`src/rtl/puf_rng_pkg.sv`:
```
// Shared types and constants for the arbiter-PUF challenge sequencer.
package puf_rng_pkg;

  localparam int LFSR_W = 64;

  // Fibonacci taps 64,63,61,60 expressed as bit positions 63,62,60,59.
  localparam logic [LFSR_W-1:0] LFSR_TAPS = 64'hD800_0000_0000_0000;

  typedef enum logic [2:0] {
    S_IDLE,
    S_LOAD,
    S_LAUNCH,
    S_SETTLE,
    S_SAMPLE,
    S_OUTPUT
  } seq_state_t;

endpackage

```
`src/rtl/puf_challenge_sequencer_if.sv`:
```
// Chain-side (challenge/launch/resp) and downstream word handshake bundle.
interface puf_challenge_sequencer_if #(
  parameter int N_STAGES = 64,
  parameter int OUT_W    = 32
);
  logic [N_STAGES-1:0] challenge;
  logic                launch;
  logic                resp;
  logic [OUT_W-1:0]    rnd_data;
  logic                rnd_valid;
  logic                rnd_ready;

  modport master (
    output challenge, launch, rnd_data, rnd_valid,
    input  resp, rnd_ready
  );

  modport slave (
    input  challenge, launch, rnd_data, rnd_valid,
    output resp, rnd_ready
  );
endinterface

```
`src/rtl/puf_lfsr64.sv`:
```
// 64-bit Fibonacci LFSR, left-shifting with feedback into bit 0; advances on step.
module puf_lfsr64
  import puf_rng_pkg::*;
(
  input  logic              clk,
  input  logic              rst,
  input  logic              step,
  input  logic [LFSR_W-1:0] seed,
  output logic [LFSR_W-1:0] q
);

  logic [LFSR_W-1:0] q_q, q_d, seed_eff;

  // An all-zero state would lock the register up.
  assign seed_eff = (seed == '0) ? {{(LFSR_W-1){1'b0}}, 1'b1} : seed;

  always_comb begin
    q_d = q_q;
    if (step) q_d = {q_q[LFSR_W-2:0], ^(q_q & LFSR_TAPS)};
  end

  always_ff @(posedge clk or posedge rst) begin
    if (rst) q_q <= seed_eff;
    else     q_q <= q_d;
  end

  assign q = q_q;

endmodule

```
`src/rtl/puf_challenge_sequencer.sv`:
```
// Runs arbiter-PUF trials (load challenge, launch, settle, sample), optionally
// von Neumann debiases the response bits and packs them into OUT_W-bit words.
module puf_challenge_sequencer
  import puf_rng_pkg::*;
#(
  parameter int          N_STAGES = 64,
  parameter int          OUT_W    = 32,
  parameter int          SETTLE   = 8,
  parameter logic [63:0] SEED     = 64'h1,
  parameter int          DEBIAS   = 1
) (
  input  logic                      clk,
  input  logic                      rst,
  input  logic                      en,
  puf_challenge_sequencer_if.master bus
);

  localparam int CNT_W = (SETTLE > 1) ? $clog2(SETTLE) : 1;
  localparam int BC_W  = $clog2(OUT_W + 1);

  seq_state_t        state_q, state_d;
  logic [CNT_W-1:0]  cnt_q, cnt_d;
  logic [BC_W-1:0]   bitcnt_q, bitcnt_d;
  logic [OUT_W-1:0]  word_q, word_d;
  logic              pair_q, pair_d;
  logic              first_q, first_d;
  logic              launch_q, launch_d;
  logic              valid_q, valid_d;
  logic              step;
  logic              take;
  logic              bitv;
  logic [LFSR_W-1:0] lfsr;
  logic              lfsr_unused;

  puf_lfsr64 u_lfsr (
    .clk  (clk),
    .rst  (rst),
    .step (step),
    .seed (SEED),
    .q    (lfsr)
  );

  always_comb begin
    state_d  = state_q;
    cnt_d    = cnt_q;
    bitcnt_d = bitcnt_q;
    word_d   = word_q;
    pair_d   = pair_q;
    first_d  = first_q;
    launch_d = 1'b0;
    valid_d  = valid_q;
    step     = 1'b0;
    take     = 1'b0;
    bitv     = 1'b0;

    case (state_q)
      S_IDLE: if (en) state_d = S_LOAD;
      S_LOAD: begin
        step     = 1'b1;
        launch_d = 1'b1;
        state_d  = S_LAUNCH;
      end
      S_LAUNCH: begin
        cnt_d   = CNT_W'(SETTLE - 1);
        state_d = S_SETTLE;
      end
      S_SETTLE: begin
        if (cnt_q == '0) state_d = S_SAMPLE;
        else             cnt_d   = cnt_q - 1'b1;
      end
      S_SAMPLE: begin
        if (DEBIAS == 0) begin
          take = 1'b1;
          bitv = bus.resp;
        end else if (!pair_q) begin
          first_d = bus.resp;
          pair_d  = 1'b1;
        end else begin
          // 01 -> 0, 10 -> 1: the emitted bit is the first of the pair.
          pair_d = 1'b0;
          take   = (first_q != bus.resp);
          bitv   = first_q;
        end
        if (take) begin
          word_d   = (word_q << 1) | OUT_W'(bitv);
          bitcnt_d = bitcnt_q + 1'b1;
        end
        if (bitcnt_d == BC_W'(OUT_W)) begin
          valid_d = 1'b1;
          state_d = S_OUTPUT;
        end else begin
          state_d = en ? S_LOAD : S_IDLE;
        end
      end
      S_OUTPUT: begin
        if (bus.rnd_ready) begin
          word_d   = '0;
          bitcnt_d = '0;
          pair_d   = 1'b0;
          first_d  = 1'b0;
          valid_d  = 1'b0;
          state_d  = en ? S_LOAD : S_IDLE;
        end
      end
      default: state_d = S_IDLE;
    endcase
  end

  always_ff @(posedge clk or posedge rst) begin
    if (rst) begin
      state_q  <= S_IDLE;
      cnt_q    <= '0;
      bitcnt_q <= '0;
      word_q   <= '0;
      pair_q   <= 1'b0;
      first_q  <= 1'b0;
      launch_q <= 1'b0;
      valid_q  <= 1'b0;
    end else begin
      state_q  <= state_d;
      cnt_q    <= cnt_d;
      bitcnt_q <= bitcnt_d;
      word_q   <= word_d;
      pair_q   <= pair_d;
      first_q  <= first_d;
      launch_q <= launch_d;
      valid_q  <= valid_d;
    end
  end

  // The LFSR only steps in LOAD, so the challenge is frozen for the whole race.
  assign bus.challenge = lfsr[N_STAGES-1:0];
  assign bus.launch    = launch_q;
  assign bus.rnd_valid = valid_q;
  assign bus.rnd_data  = word_q;
  assign lfsr_unused   = ^lfsr;

endmodule

```
`src/flat_wrapper.sv`:
```
// flat-port wrapper written by rule: the top's interface ports become plain ports
module puf_challenge_sequencer_flat import puf_rng_pkg::*;
#(
  parameter int          N_STAGES = 64,
  parameter int          OUT_W    = 32,
  parameter int          SETTLE   = 8,
  parameter logic [63:0] SEED     = 64'h1,
  parameter int          DEBIAS   = 1
)
  (clk, rst, en, bus_challenge, bus_launch, bus_rnd_data, bus_rnd_valid, bus_resp, bus_rnd_ready);
  puf_challenge_sequencer_if #(.N_STAGES(N_STAGES), .OUT_W(OUT_W)) bus_i ();
  input  logic clk;
  input  logic rst;
  input  logic en;
  output wire logic [$bits(bus_i.challenge)-1:0] bus_challenge;
  output wire logic [$bits(bus_i.launch)-1:0] bus_launch;
  output wire logic [$bits(bus_i.rnd_data)-1:0] bus_rnd_data;
  output wire logic [$bits(bus_i.rnd_valid)-1:0] bus_rnd_valid;
  input wire logic [$bits(bus_i.resp)-1:0] bus_resp;
  input wire logic [$bits(bus_i.rnd_ready)-1:0] bus_rnd_ready;
  assign bus_challenge = bus_i.challenge;
  assign bus_launch = bus_i.launch;
  assign bus_rnd_data = bus_i.rnd_data;
  assign bus_rnd_valid = bus_i.rnd_valid;
  assign bus_i.resp = bus_resp;
  assign bus_i.rnd_ready = bus_rnd_ready;
  puf_challenge_sequencer #(.N_STAGES(N_STAGES), .OUT_W(OUT_W), .SETTLE(SETTLE), .SEED(SEED), .DEBIAS(DEBIAS)) u_core (.clk(clk), .rst(rst), .en(en), .bus(bus_i));
endmodule
```
`config.mk`:
```
export PLATFORM = sky130hd
export DESIGN_NAME = puf_challenge_sequencer_flat
export DESIGN_NICKNAME = d
export VERILOG_FILES = /design/src/rtl/puf_rng_pkg.sv /design/src/rtl/puf_challenge_sequencer_if.sv /design/src/rtl/puf_lfsr64.sv /design/src/rtl/puf_challenge_sequencer.sv /design/src/flat_wrapper.sv
export SDC_FILE = /design/constraint.sdc
export NUM_CORES = 1
export LEC_CHECK = 0
export ABC_AREA = 0
export CAP_MARGIN = 20
export CORE_MARGIN = 3
export CORE_UTILIZATION = 54
export CTS_CLUSTER_SIZE = 10
export DETAILED_ROUTE_END_ITERATION = 12
export PLACE_DENSITY = 0.89
export SETUP_SLACK_MARGIN = 0.1
export SLEW_MARGIN = 25
export SYNTH_ARGS = -nofsm -noshare
export SYNTH_HDL_FRONTEND = slang
export SYNTH_SLANG_ARGS = --single-unit
```
`constraint.sdc`:
```
create_clock -name clk -period 6.95 [get_ports clk]
set_input_delay 1.39 -clock clk [delete_from_list [all_inputs] [get_ports clk]]
set_output_delay 1.39 -clock clk [all_outputs]
set_load 0.02 [all_outputs]
```
Word level (Yosys, flattened, before mapping)
Cells that the tools add are included.

word-level totals
  register bits after elaboration = 112
  input bits = 5
  output and inout bits = 98
  word-level logic and storage cells = 64

cells by class
  $add $sub $neg = 2
  equal/unequal tests = 14
  mux-type cells = 27
  bitwise gates (word level) = 1
  reduce and logical (&&, ||, !) cells = 11

operators with widths
  cell                                                  number
  2-to-1 mux 32 bit                                     2
  one-hot mux 32 bit (2 select lines)                   1
  parity 64 bit                                         1
  OR 32 x 1 -> 32 bit                                   1
  2-to-1 mux 6 bit                                      3
  one-hot mux 3 bit (6 select lines)                    1
  2-to-1 mux 3 bit                                      5
  one-hot mux 6 bit (2 select lines)                    1
  AND reduction 3 bit                                   4
  2-to-1 mux 1 bit                                      10
  != test 2 bit (second input constant)                 5
  adder 6 x 1 -> 6 bit (second input constant)          1
  equality test 3 x 2 -> 1 bit (second input constant)  2
  equality test 3 bit (second input constant)           2
  equality test 6 bit (second input constant)           1
  zero test 3 bit                                       2
  one-hot mux 1 bit (2 select lines)                    3
  one-hot mux 3 bit (2 select lines)                    1
  != test 2 x 1 -> 1 bit (second input constant)        2
  AND reduction 2 bit                                   2
  nonzero test 2 bit                                    2
  equality test 3 x 1 -> 1 bit (second input constant)  1
  subtractor 3 x 1 -> 3 bit (second input constant)     1
  != test 1 bit                                         1

Logic depth before layout (Yosys ltp)
  depth in word-level cells = 8
  mapped depth = 7
  gate-level depth less buffers = 6

Worst setup path after synthesis
OpenSTA, ideal clock, no wires.

  path kind = input to register
  from = input bus_resp
  to = register u_core.word_q[0] (netlist: u_core.bus.rnd_data[0])
  library setup time = 132 ps
  arrival time = 2278 ps
  required time = 6818 ps
  setup slack = 4540 ps
  cell stages on the path = 4
  path buffers = 1
  cell sequence = xor2_1 -> a31oi_2 -> clkbuf_1 -> o21ai_1

between the ends
  longest elaborated chain between the ends = 5

RTL lines
  element                        line                            RTL
  start: declaration             flat_wrapper.sv:19              input wire logic [$bits(bus_i.resp)-1:0] bus_resp;
  != test 1 bit                  puf_challenge_sequencer.sv:81   take = (first_q != bus.resp);
  2-to-1 mux 1 bit               puf_challenge_sequencer.sv:75   end else if (!pair_q) begin
  2-to-1 mux 1 bit               puf_challenge_sequencer.sv:56   case (state_q)
  != test 2 bit (no line)        --
  AND reduction 3 bit (no line)  --
  end signal: assignment         puf_challenge_sequencer.sv:123  word_q <= word_d;
  end: declaration               puf_challenge_sequencer.sv:24   logic [OUT_W-1:0] word_q, word_d;

Every way passes these cells. The select of a mux whose other input is x is not followed.
A chain may end at the register's enable or synchronous reset.

Worst setup path after layout
  from = register u_core.u_lfsr.q_q[0] (netlist: u_core.u_lfsr.q[0])
  to = output bus_challenge[0]

RTL lines
  element                   line                RTL
  start: declaration        puf_lfsr64.sv:12    logic [LFSR_W-1:0] q_q, q_d, seed_eff;
  start signal: assignment  puf_lfsr64.sv:24    else q_q <= q_d;
  end: declaration          flat_wrapper.sv:15  output wire logic [$bits(bus_i.challenge)-1:0] bus_challenge;

No word-level cell between the ends.

==> results by group <==
Die
  – Initial core utilization: 0.5617
  – IO Count: 103
  – Die width: 98.92 microns
  – Core ar.: 8299 sq um
  – Die area: 9784 sq um
  – Chip Height: 98.92 microns
  – Num rows: 33

STA
  – Tmin final: 2930 ps
  – Final setup fails: 0
  – Worst-margin pin slew: 797.7 ps
  – Hold Fails Final Rpt: 0
  – RSZ-0062 raised after global routing: false
  – Worst clock skew: 19.98 ps
  – Final worst-path cycle share: 0.4216
  – Highest clock rate: 0.3413 GHz
  – Max_slew headroom: 0.4682
  – Slew Viols, Final: 0
  – Setup tns final: 0 ps

Cells and area
  – Storage element area: 2804 sq um
  – Final Util: 0.7139
  – Multi-input combinational cell area: 1703 sq um
  – Fillers: 583
  – Ant diodes: 0
  – Nets: 480
  – Synth-to-layout area growth: 27.08%
  – Layout cells sized above 1: 0.1908
  – Fin cells: 582

Critical path
  – Worst-path cell chain: clkdlybuf4s50_1
  – Slowest CP cell: clkdlybuf4s50_1
  – Worst R2R Path Depth: 5
  – Worst R2R Start: u_core.state_q[0]
  – CP endpoint: bus_challenge[0]
  – Top Family by Delay on Critical Path: buffers and inverters
  – CP Max Fanout: 3
  – CP Launch Type: flip-flop
  – Worst r2r dst: u_core.bus.rnd_data[4]
  – WP depth: 1
  – Crit end category: primary output
  – Setup crit start: u_core.u_lfsr.q[0]
  – Max stage delay on crit path: 630 ps
  – CP bufs+invs: 1
  – R2r setup slk: 4680 ps
  – WS Path Type: flip-flop to primary output
  – Critical Path RT: 5560 ps
  – Crit path DAT: 1540 ps

Synth
  – Async set-or-reset flop fraction in the synthesized netlist: 1.000
  – Flop and latch count out of synthesis: 112
  – Post-synth cell types: 46
  – Mapped cell area: 4662 sq um
  – Register area share after synthesis: 0.6014
  – Cell taking the most area after synthesis: dfrtp_1
  – Syn Area/Cell: 12.37 sq um
  – Area fraction of the dominant cell type after synthesis: 0.5958
  – Ranking of synthesized cells by area: dfrtp_1 (60%), mux2_2 (15%), nand2_1 (4.9%)
  – Synth Instances: 377
  – Ys flop type: dfrtp_1
  – Number of synthesized flops with an enable pin: 0
  – Syn nets: 385
  – Total of warnings raised by yosys: 0

Route
  – Total wire length: 9221 microns
  – DRC violations left: 0
  – Vias post-DR: 3199
  – Post-DRT Antenna Nets: 0
  – First-iteration detailed-routing DRC count: 151
  – Via density: 5.497
  – Wire per inst: 15.84 microns
  – Pre-antenna DRT Iters: 4

GRT
  – Initial antenna violation count: 0
  – Global route overflow: 0
  – First-pass GRT wire length: 15320 microns
  – Total track usage: 0.1912
  – Vias in the first global route: 3112
  – Largest net degree at the start of global routing: 90

CTS
  – TritonCTS Buffers: 9
  – Worst skew pair latency: 370 ps
  – Clock transition at path regs: 120 ps
  – Root Buffer: clkbuf_8
  – CTS sink cnt: 112
  – Post-CTS Setup Bufs: 0
  – CTS Buffer Depth: 2
  – H-tree levels: 3
  – TritonCTS clock tree: built
  – # hold bufs at CTS: 0
  – Cells resized by post-CTS repair: 0

Pwr
  – Peak VDD IR: 0.3221 mV
  – Power Total: 1.561 mW
  – Pleak: 2.803 nW
  – Pwr Density: 263.5 nW/um^2

Hold path
  – Min-delay worst type: flip-flop to flip-flop

Placed design
  – Port bufs: 102
  – Placed insts: 565
  – Hpwl dp: 6336 microns
  – Final RePlAce weighted congestion: 0.9035

Run status
  – Status: finished clean

Run
  – Max_cap viols: 0
power by group:
part	internal [mW]	leakage (nW)	switching, mW	total (mW)
Sequential	0.710	1.53	0.0712	0.781
Clock	0.149	0.0978	0.228	0.376
Combinational	0.192	1.17	0.212	0.403
Total	1.05	2.80	0.510	1.56
metal layers:
layer  GRT usage  routed length, microns  part of all wire
met5           0                       0                 0
met4     0.06197                      60            0.0065
met3     0.02194                     328             0.036
met2      0.3146                    4797              0.52
met1      0.2676                    4034              0.44
cell families after synthesis:
group | Yosys count | share of synthesized area
adder cells (fa/ha/maj) | 3 | 0.008052
AO/OA/AOI/OAI | 45 | 0.07300
multiplexers | 63 | 0.1522
buffers and inverters | 28 | 0.03355
flip-flops | 112 | 0.6014
AND/OR/NAND/NOR | 121 | 0.1208
XOR/XNOR | 5 | 0.01101
synth_stat cells, types with 4 or more instances:
library cell	n
dfrtp_1	111
mux2_2	63
nand2_1	61
nand3_1	28
nor2_1	12
a22o_1	11
buf_2	11
clkbuf_1	6
inv_1	6
a21oi_1	5
buf_6	5
o21ai_0	5
nor2b_1	4
stage by stage:
step	hold slack (ps)	worst slack (ps)	instance area, sq um
detailed placement	462.9	3490	5710
floorplan	439.6	2603	4662
global placement	452.3	3593	5707
global route	517.0	3953	5924
finish	485.2	4020	5924
CTS	490.7	3862	5909
area by class of cell:
type,instances,share of cell area
sequential,112,0.4733
multi-input combinational,237,0.2874
timing repair buffer,106,0.1793
clock buffer,10,0.02323
tap,105,0.02218
clock inverter,6,0.01035
inverter,6,0.004224
state kept, by name (all words and copies together), names as in the netlist:
name                  flops
u_core.bitcnt_q           6
u_core.bus.launch         1
u_core.bus.rnd_data      32
u_core.bus.rnd_valid      1
u_core.cnt_q              3
u_core.first_q            1
u_core.pair_q             1
u_core.state_q            3
u_core.u_lfsr.q          64
layout by cell type (no fill, tap or decap), drive strengths merged, types with 3 or more instances in the layout:
cell           count
nor2              12
nor4               3
o31ai              3
a22o              11
clkinv             3
xnor2              4
o21ai              7
mux2              63
a21oi              5
and2               3
buf                4
nor2b              4
clkdlybuf4s50    102
dfrtp            111
nand2             62
inv                8
nand3             28
ha                 3
clkbuf            10
worst min-delay path by stage:
stage	from	cells after the start	to	slack, ps
finish	u_core.bus.rnd_data[31]	2	u_core.bus.rnd_data[31]	490
CTS	u_core.bus.rnd_data[31]	2	u_core.bus.rnd_data[31]	490
detailed placement	u_core.bus.rnd_data[31]	2	u_core.bus.rnd_data[31]	460
global route	u_core.cnt_q[0]	1	u_core.cnt_q[0]	520
global placement	u_core.bus.rnd_data[31]	2	u_core.bus.rnd_data[31]	450
floorplan	u_core.cnt_q[0]	1	u_core.cnt_q[0]	440
(Power assumes the default switching activity.)
